File: config.mk
export PLATFORM = sky130hd
export DESIGN_NAME = countdown_min_sec_timer_flat
export DESIGN_NICKNAME = d
export VERILOG_FILES = /design/src/rtl/countdown_min_sec_timer_if.sv /design/src/rtl/countdown_min_sec_timer.sv /design/src/flat_wrapper.sv
export SDC_FILE = /design/constraint.sdc
export NUM_CORES = 1
export LEC_CHECK = 0
export BUFFER_PORTS_ARGS = -buffer_cell sky130_fd_sc_hd__buf_2
export CORE_MARGIN = 10
export CORE_UTILIZATION = 56
export DETAILED_ROUTE_END_ITERATION = 7
export PLACE_DENSITY = 0.8
export SLEW_MARGIN = 10
export SYNTH_ARGS = -nofsm -noshare
export SYNTH_HDL_FRONTEND = slang
export SYNTH_SLANG_ARGS = --single-unit
File: constraint.sdc
create_clock -name clk -period 2.5 [get_ports clk]
set_clock_uncertainty 0.05 [all_clocks]
set_input_delay 0.125 -clock clk [delete_from_list [all_inputs] [get_ports clk]]
set_output_delay 0.125 -clock clk [all_outputs]
set_load 0.01 [all_outputs]
File: src/rtl/countdown_min_sec_timer_if.sv
// countdown_min_sec_timer_if: control/data bundle between the minute-setting path,
// the countdown timer and the display/buzzer drivers.
//   tick, load, min_tens_in, min_ones_in, start_pause, clear : controller -> timer
//   min_tens, min_ones, sec_tens, sec_ones                    : BCD display digits
//   running, done, alarm                                      : status to buzzer/LEDs
interface countdown_min_sec_timer_if;
    logic       tick;
    logic       load;
    logic [3:0] min_tens_in;
    logic [3:0] min_ones_in;
    logic       start_pause;
    logic       clear;
    logic [3:0] min_tens;
    logic [3:0] min_ones;
    logic [3:0] sec_tens;
    logic [3:0] sec_ones;
    logic       running;
    logic       done;
    logic       alarm;
    modport master (
        output tick, load, min_tens_in, min_ones_in, start_pause, clear,
        input  min_tens, min_ones, sec_tens, sec_ones, running, done, alarm
    );
    modport slave (
        input  tick, load, min_tens_in, min_ones_in, start_pause, clear,
        output min_tens, min_ones, sec_tens, sec_ones, running, done, alarm
    );
endinterface

File: src/rtl/countdown_min_sec_timer.sv
// countdown_min_sec_timer: MM:SS BCD countdown with start/pause, done pulse and timed alarm.
//   clk   : system clock
//   reset : asynchronous active-high reset
//   bus   : slave side of countdown_min_sec_timer_if (controls in, digits/status out)
module countdown_min_sec_timer #(
    parameter int ALARM_TICKS = 10
) (
    input  logic clk,
    input  logic reset,
    countdown_min_sec_timer_if.slave bus
);
    typedef enum logic [1:0] {IDLE, RUN, PAUSE, ALARM} state_t;
    localparam logic [7:0] ALARM_LIMIT = 8'(ALARM_TICKS);
    state_t     state, state_n;
    logic [3:0] min_tens, min_ones, sec_tens, sec_ones;
    logic [3:0] min_tens_n, min_ones_n, sec_tens_n, sec_ones_n;
    logic [3:0] ld_tens, ld_ones;
    logic [3:0] dec_min_tens, dec_min_ones, dec_sec_tens, dec_sec_ones;
    logic [7:0] cnt, cnt_n, cnt_inc;
    logic       done, done_n;
    logic       is_zero, is_one, borrow_sec, borrow_min;
    assign ld_tens = bus.min_tens_in > 4'd5 ? 4'd5 : bus.min_tens_in;
    assign ld_ones = bus.min_ones_in > 4'd9 ? 4'd9 : bus.min_ones_in;
    assign is_zero = min_tens == 4'd0 && min_ones == 4'd0 && sec_tens == 4'd0 && sec_ones == 4'd0;
    assign is_one  = min_tens == 4'd0 && min_ones == 4'd0 && sec_tens == 4'd0 && sec_ones == 4'd1;
    // Borrow chain: each digit wraps to its maximum and passes the borrow upward.
    assign borrow_sec   = sec_ones == 4'd0 && sec_tens == 4'd0;
    assign borrow_min   = borrow_sec && min_ones == 4'd0;
    assign dec_sec_ones = sec_ones == 4'd0 ? 4'd9 : sec_ones - 4'd1;
    assign dec_sec_tens = sec_ones != 4'd0 ? sec_tens : (sec_tens == 4'd0 ? 4'd5 : sec_tens - 4'd1);
    assign dec_min_ones = !borrow_sec ? min_ones : (min_ones == 4'd0 ? 4'd9 : min_ones - 4'd1);
    assign dec_min_tens = borrow_min ? min_tens - 4'd1 : min_tens;
    assign cnt_inc      = cnt + 8'd1;
    always_ff @(posedge clk or posedge reset) begin
        if (reset) begin
            state    <= IDLE;
            min_tens <= 4'd0;
            min_ones <= 4'd0;
            sec_tens <= 4'd0;
            sec_ones <= 4'd0;
            cnt      <= 8'd0;
            done     <= 1'b0;
        end else begin
            state    <= state_n;
            min_tens <= min_tens_n;
            min_ones <= min_ones_n;
            sec_tens <= sec_tens_n;
            sec_ones <= sec_ones_n;
            cnt      <= cnt_n;
            done     <= done_n;
        end
    end
    always_comb begin
        state_n    = state;
        min_tens_n = min_tens;
        min_ones_n = min_ones;
        sec_tens_n = sec_tens;
        sec_ones_n = sec_ones;
        cnt_n      = cnt;
        done_n     = 1'b0;
        if (bus.clear) begin
            state_n    = IDLE;
            min_tens_n = 4'd0;
            min_ones_n = 4'd0;
            sec_tens_n = 4'd0;
            sec_ones_n = 4'd0;
            cnt_n      = 8'd0;
        end else if (bus.load && state != RUN) begin
            state_n    = IDLE;
            min_tens_n = ld_tens;
            min_ones_n = ld_ones;
            sec_tens_n = 4'd0;
            sec_ones_n = 4'd0;
        end else if (bus.start_pause) begin
            // From IDLE a zero value cannot start, so RUN never sees 00:00.
            state_n = state == IDLE  ? (is_zero ? IDLE : RUN) :
                      state == RUN   ? PAUSE :
                      state == PAUSE ? RUN : IDLE;
        end else if (bus.tick && state == RUN) begin
            min_tens_n = dec_min_tens;
            min_ones_n = dec_min_ones;
            sec_tens_n = dec_sec_tens;
            sec_ones_n = dec_sec_ones;
            if (is_one) begin
                state_n = ALARM;
                done_n  = 1'b1;
                cnt_n   = 8'd0;
            end
        end else if (bus.tick && state == ALARM) begin
            cnt_n   = cnt_inc == ALARM_LIMIT ? 8'd0 : cnt_inc;
            state_n = cnt_inc == ALARM_LIMIT ? IDLE : ALARM;
        end
    end
    assign bus.min_tens = min_tens;
    assign bus.min_ones = min_ones;
    assign bus.sec_tens = sec_tens;
    assign bus.sec_ones = sec_ones;
    assign bus.running  = state == RUN;
    assign bus.alarm    = state == ALARM;
    assign bus.done     = done;
endmodule
File: src/flat_wrapper.sv
// flat-port wrapper written by rule: the top's interface ports become plain ports
module countdown_min_sec_timer_flat 
#(
    parameter int ALARM_TICKS = 10
)
  (clk, reset, bus_tick, bus_load, bus_min_tens_in, bus_min_ones_in, bus_start_pause, bus_clear, bus_min_tens, bus_min_ones, bus_sec_tens, bus_sec_ones, bus_running, bus_done, bus_alarm);
  countdown_min_sec_timer_if bus_i ();
  input  logic clk;
  input  logic reset;
  input wire logic [$bits(bus_i.tick)-1:0] bus_tick;
  input wire logic [$bits(bus_i.load)-1:0] bus_load;
  input wire logic [$bits(bus_i.min_tens_in)-1:0] bus_min_tens_in;
  input wire logic [$bits(bus_i.min_ones_in)-1:0] bus_min_ones_in;
  input wire logic [$bits(bus_i.start_pause)-1:0] bus_start_pause;
  input wire logic [$bits(bus_i.clear)-1:0] bus_clear;
  output wire logic [$bits(bus_i.min_tens)-1:0] bus_min_tens;
  output wire logic [$bits(bus_i.min_ones)-1:0] bus_min_ones;
  output wire logic [$bits(bus_i.sec_tens)-1:0] bus_sec_tens;
  output wire logic [$bits(bus_i.sec_ones)-1:0] bus_sec_ones;
  output wire logic [$bits(bus_i.running)-1:0] bus_running;
  output wire logic [$bits(bus_i.done)-1:0] bus_done;
  output wire logic [$bits(bus_i.alarm)-1:0] bus_alarm;
  assign bus_i.tick = bus_tick;
  assign bus_i.load = bus_load;
  assign bus_i.min_tens_in = bus_min_tens_in;
  assign bus_i.min_ones_in = bus_min_ones_in;
  assign bus_i.start_pause = bus_start_pause;
  assign bus_i.clear = bus_clear;
  assign bus_min_tens = bus_i.min_tens;
  assign bus_min_ones = bus_i.min_ones;
  assign bus_sec_tens = bus_i.sec_tens;
  assign bus_sec_ones = bus_i.sec_ones;
  assign bus_running = bus_i.running;
  assign bus_done = bus_i.done;
  assign bus_alarm = bus_i.alarm;
  countdown_min_sec_timer #(.ALARM_TICKS(ALARM_TICKS)) u_core (.clk(clk), .reset(reset), .bus(bus_i));
endmodule
==> metrics.yaml <==
status:
  status: "finished, final reports clean"
timing:
  final-setup-viol-count: 0
  max_slew.worst_pin.slew_ps: 456
  fmax_mhz: 466
  layout_setup_ws_ps: 352
  period_needed_ps: 2150
  fin_tns_setup_ps: 0
  hold_violations: 0
  min_period_over_period: 0.859
  timing.slew.headroom: 0.695
  rsz0062_at_grt: "false"
  maxSlewViolCount: 0
  holdWs_ps: 15.7
logic_synthesis:
  synth_top_family_by_area: "simple AND/OR/NAND/NOR gates"
  syn_area_um2: 1870
  netlist_top_cells_count: "nand2_1 (28), dfrtp_1 (27), nor2_1 (23)"
  synthesis.nets: 236
  synth_edf_count: 0
  synthMostInstantiatedCell: "nand2_1"
  yosysTopAreaCellShare: 0.361
  synthSimpleGateAreaFrac: 0.268
  synth_cell_type_count: 53
  muxShareOfSynthArea: 0.0107
  synth_area_leader_cell: "dfrtp_1"
  synth_flop_cell: "dfrtp_1"
  synth_area_leaders: "dfrtp_1 (36%), nand2_1 (5.6%), ha_1 (5.4%)"
  synth.yosys.seq_area_share: 0.361
  yosysWarnings: 0
  synth_xor_area_frac: 0.0141
  synthArstFlopShare: 1.00
  ys_ff_latch: 27
  synth_fa_ha_area_frac: 0.0535
  syn_area_per_cell_um2: 8.74
  synth_compound_area_frac: 0.246
  syn_inst: 214
setup_path:
  critical_path_class: "flop to flop"
  worst_r2r_endpoint: "u_core.state[0]$_DFFE_PP0P_"
  crit_fanout: 6
  worstSetupEndpointType: "flop"
  rr_worst_depth: 7
  critPathCapture: "u_core.state[0]$_DFFE_PP0P_"
  cp-start-kind: "flop"
  critPathRequiredTime_ps: 2690
  rrSetupSlack_ps: 350
  cp.arrival_ps: 2340
  cp-startpoint: "u_core.bus.min_ones[0]$_DFFE_PP0P_"
  r2r-start: "u_core.bus.min_ones[0]$_DFFE_PP0P_"
layout:
  drive_gt1_frac: 0.232
  n_fill_cell: 259
  nNetsFinal: 273
  area_delta_synth_final_pct: 13.4
  fin_area_um2: 2120
  diodes: 0
pwr:
  peakVddDrop_v: 0.000287
  power_w: 0.000861
  power_density_nw_per_um2: 406
  leakagePower_nw: 0.954
clock_network:
  root_buffer: "clkbuf_4"
  clk_path_buf_depth: 2
  htree_levels: 1
  cts_setup_buffers: 0
  insertion_delay_ps: 340
  cts.sinks: 27
  cts_buffers: 3
  cts_tree: "yes"
  cts.clk_slew.worst_paths_ps: 150
floorplan:
  start_util: 0.598
  ios: 33
  rows: 20
  core_um2: 3130
  die_area_um2: 6050
  die_w_um: 77.8
  die_h_um: 77.8
placement:
  place_congestion: 0.857
  pre_cts_ws_ps: 380
  place_area_um2: 2080
  dp_hpwl_um: 3200
  port_buffers: 32
grt:
  antenna_found_initial: 0
  grtUsageTotal: 0.145
  grt_max_degree: 28
  grt_overflow_total: 0
  grt_pass1_vias: 1714
  grt_pass1_wl_um: 7530
run:
  drv_cap: 0
routing:
  drt-pass1-iter-count: 4
  drc: 0
  viasPerCell: 5.67
  route.vias.total: 1667
  ant_nets: 0
  initialDrtViolationCount: 61
  wl_per_cell_um: 14.4
  wl_um: 4230
hold_path:
  min_path_type: "input port to flop"
-- worst max-delay path, cell delays in order (launching register included) --
cell and delay [ps]:
dfrtp_1 460, inv_1 90, ha_1 200, nor4b_1 340
and4_1 340, o22ai_2 120, a2111oi_4 370, a211oi_2 80
-- layout make-up --
class	count	area, µm²	share of cell area
multi-input cells	167	1110	0.523
flip-flops and latches	27	676	0.319
repair buffers	36	193	0.0909
inverters	16	60.1	0.0283
well taps	44	55.1	0.0260
clock buffers	3	22.5	0.0106
clock inverters	1	5.00	0.00236
-- worst min-delay path by stage --
stage	start	to	slack, ps	cells after the start
after global placement	reset	u_core.cnt[0]$_DFFE_PP0P_	150	3
after detailed placement	reset	u_core.bus.min_ones[3]$_DFFE_PP0P_	160	3
after CTS	bus_start_pause	u_core.state[0]$_DFFE_PP0P_	10	2
after global routing	bus_start_pause	u_core.state[0]$_DFFE_PP0P_	10	2
after floorplan	reset	u_core.bus.done$_DFF_PP0_	130	1
final	bus_start_pause	u_core.state[0]$_DFFE_PP0P_	20	2
-- metal layers --
metal  wire, µm  up-vias  global-route usage  share of wire
li1           -      843                   -              -
met1       2020      779               0.173           0.48
met2       1900       40               0.243           0.45
met3        261        5              0.0438          0.062
met4         54        0              0.0456          0.013
met5          0        -                   0              0
-- cells by family after synthesis --
family                     Yosys count
xor gates and xnor gates             3
muxes                                2
buffers and inverters               20
adders and majority gates            8
DFF                                 27
and+or+nand+nor                     91
AOI/OAI and AO/OA                   63
-- repair_timing --
item,4_1_cts,5_1_grt
hold buffers,1,0
resized for setup,0,0
hold endpoints to repair,27,0
-- where the power goes --
part	switching [W]	total (W)	internal, W
clock network	0.000138	0.000199	0.0000603
logic	0.000110	0.000187	0.0000769
registers	0.0000232	0.000476	0.000452
total	0.000272	0.000861	0.000590
-- registers in the layout, summed over array words and instances (netlist names) --
register,cells
u_core.state,2
u_core.bus.min_tens,4
u_core.bus.done,1
u_core.bus.sec_tens,4
u_core.bus.sec_ones,4
u_core.cnt,8
u_core.bus.min_ones,4
-- cell usage in the layout, fill, tap and decap left out, types with 3 or more instances in the layout --
| cell | count |
|---|---|
| clkbuf_4 | 3 |
| buf_2 | 32 |
| buf_4 | 3 |
| a21oi_1 | 9 |
| nand2_1 | 28 |
| nand4_1 | 3 |
| o21ai_0 | 16 |
| nor3_1 | 3 |
| o31ai_1 | 8 |
| a211oi_1 | 4 |
| a31oi_1 | 3 |
| nor2_1 | 23 |
| dfrtp_1 | 27 |
| nand3_1 | 4 |
| inv_1 | 16 |
| nor2b_1 | 5 |
| nor3b_1 | 3 |
| a21o_1 | 3 |
| ha_1 | 8 |
-- metrics by stage --
step,instances,util
after CTS,294,0.678
after detailed placement,289,0.666
after global routing,294,0.678
final,294,0.678
after floorplan,214,-
after global placement,289,0.666
(Power assumes the default switching activity.)
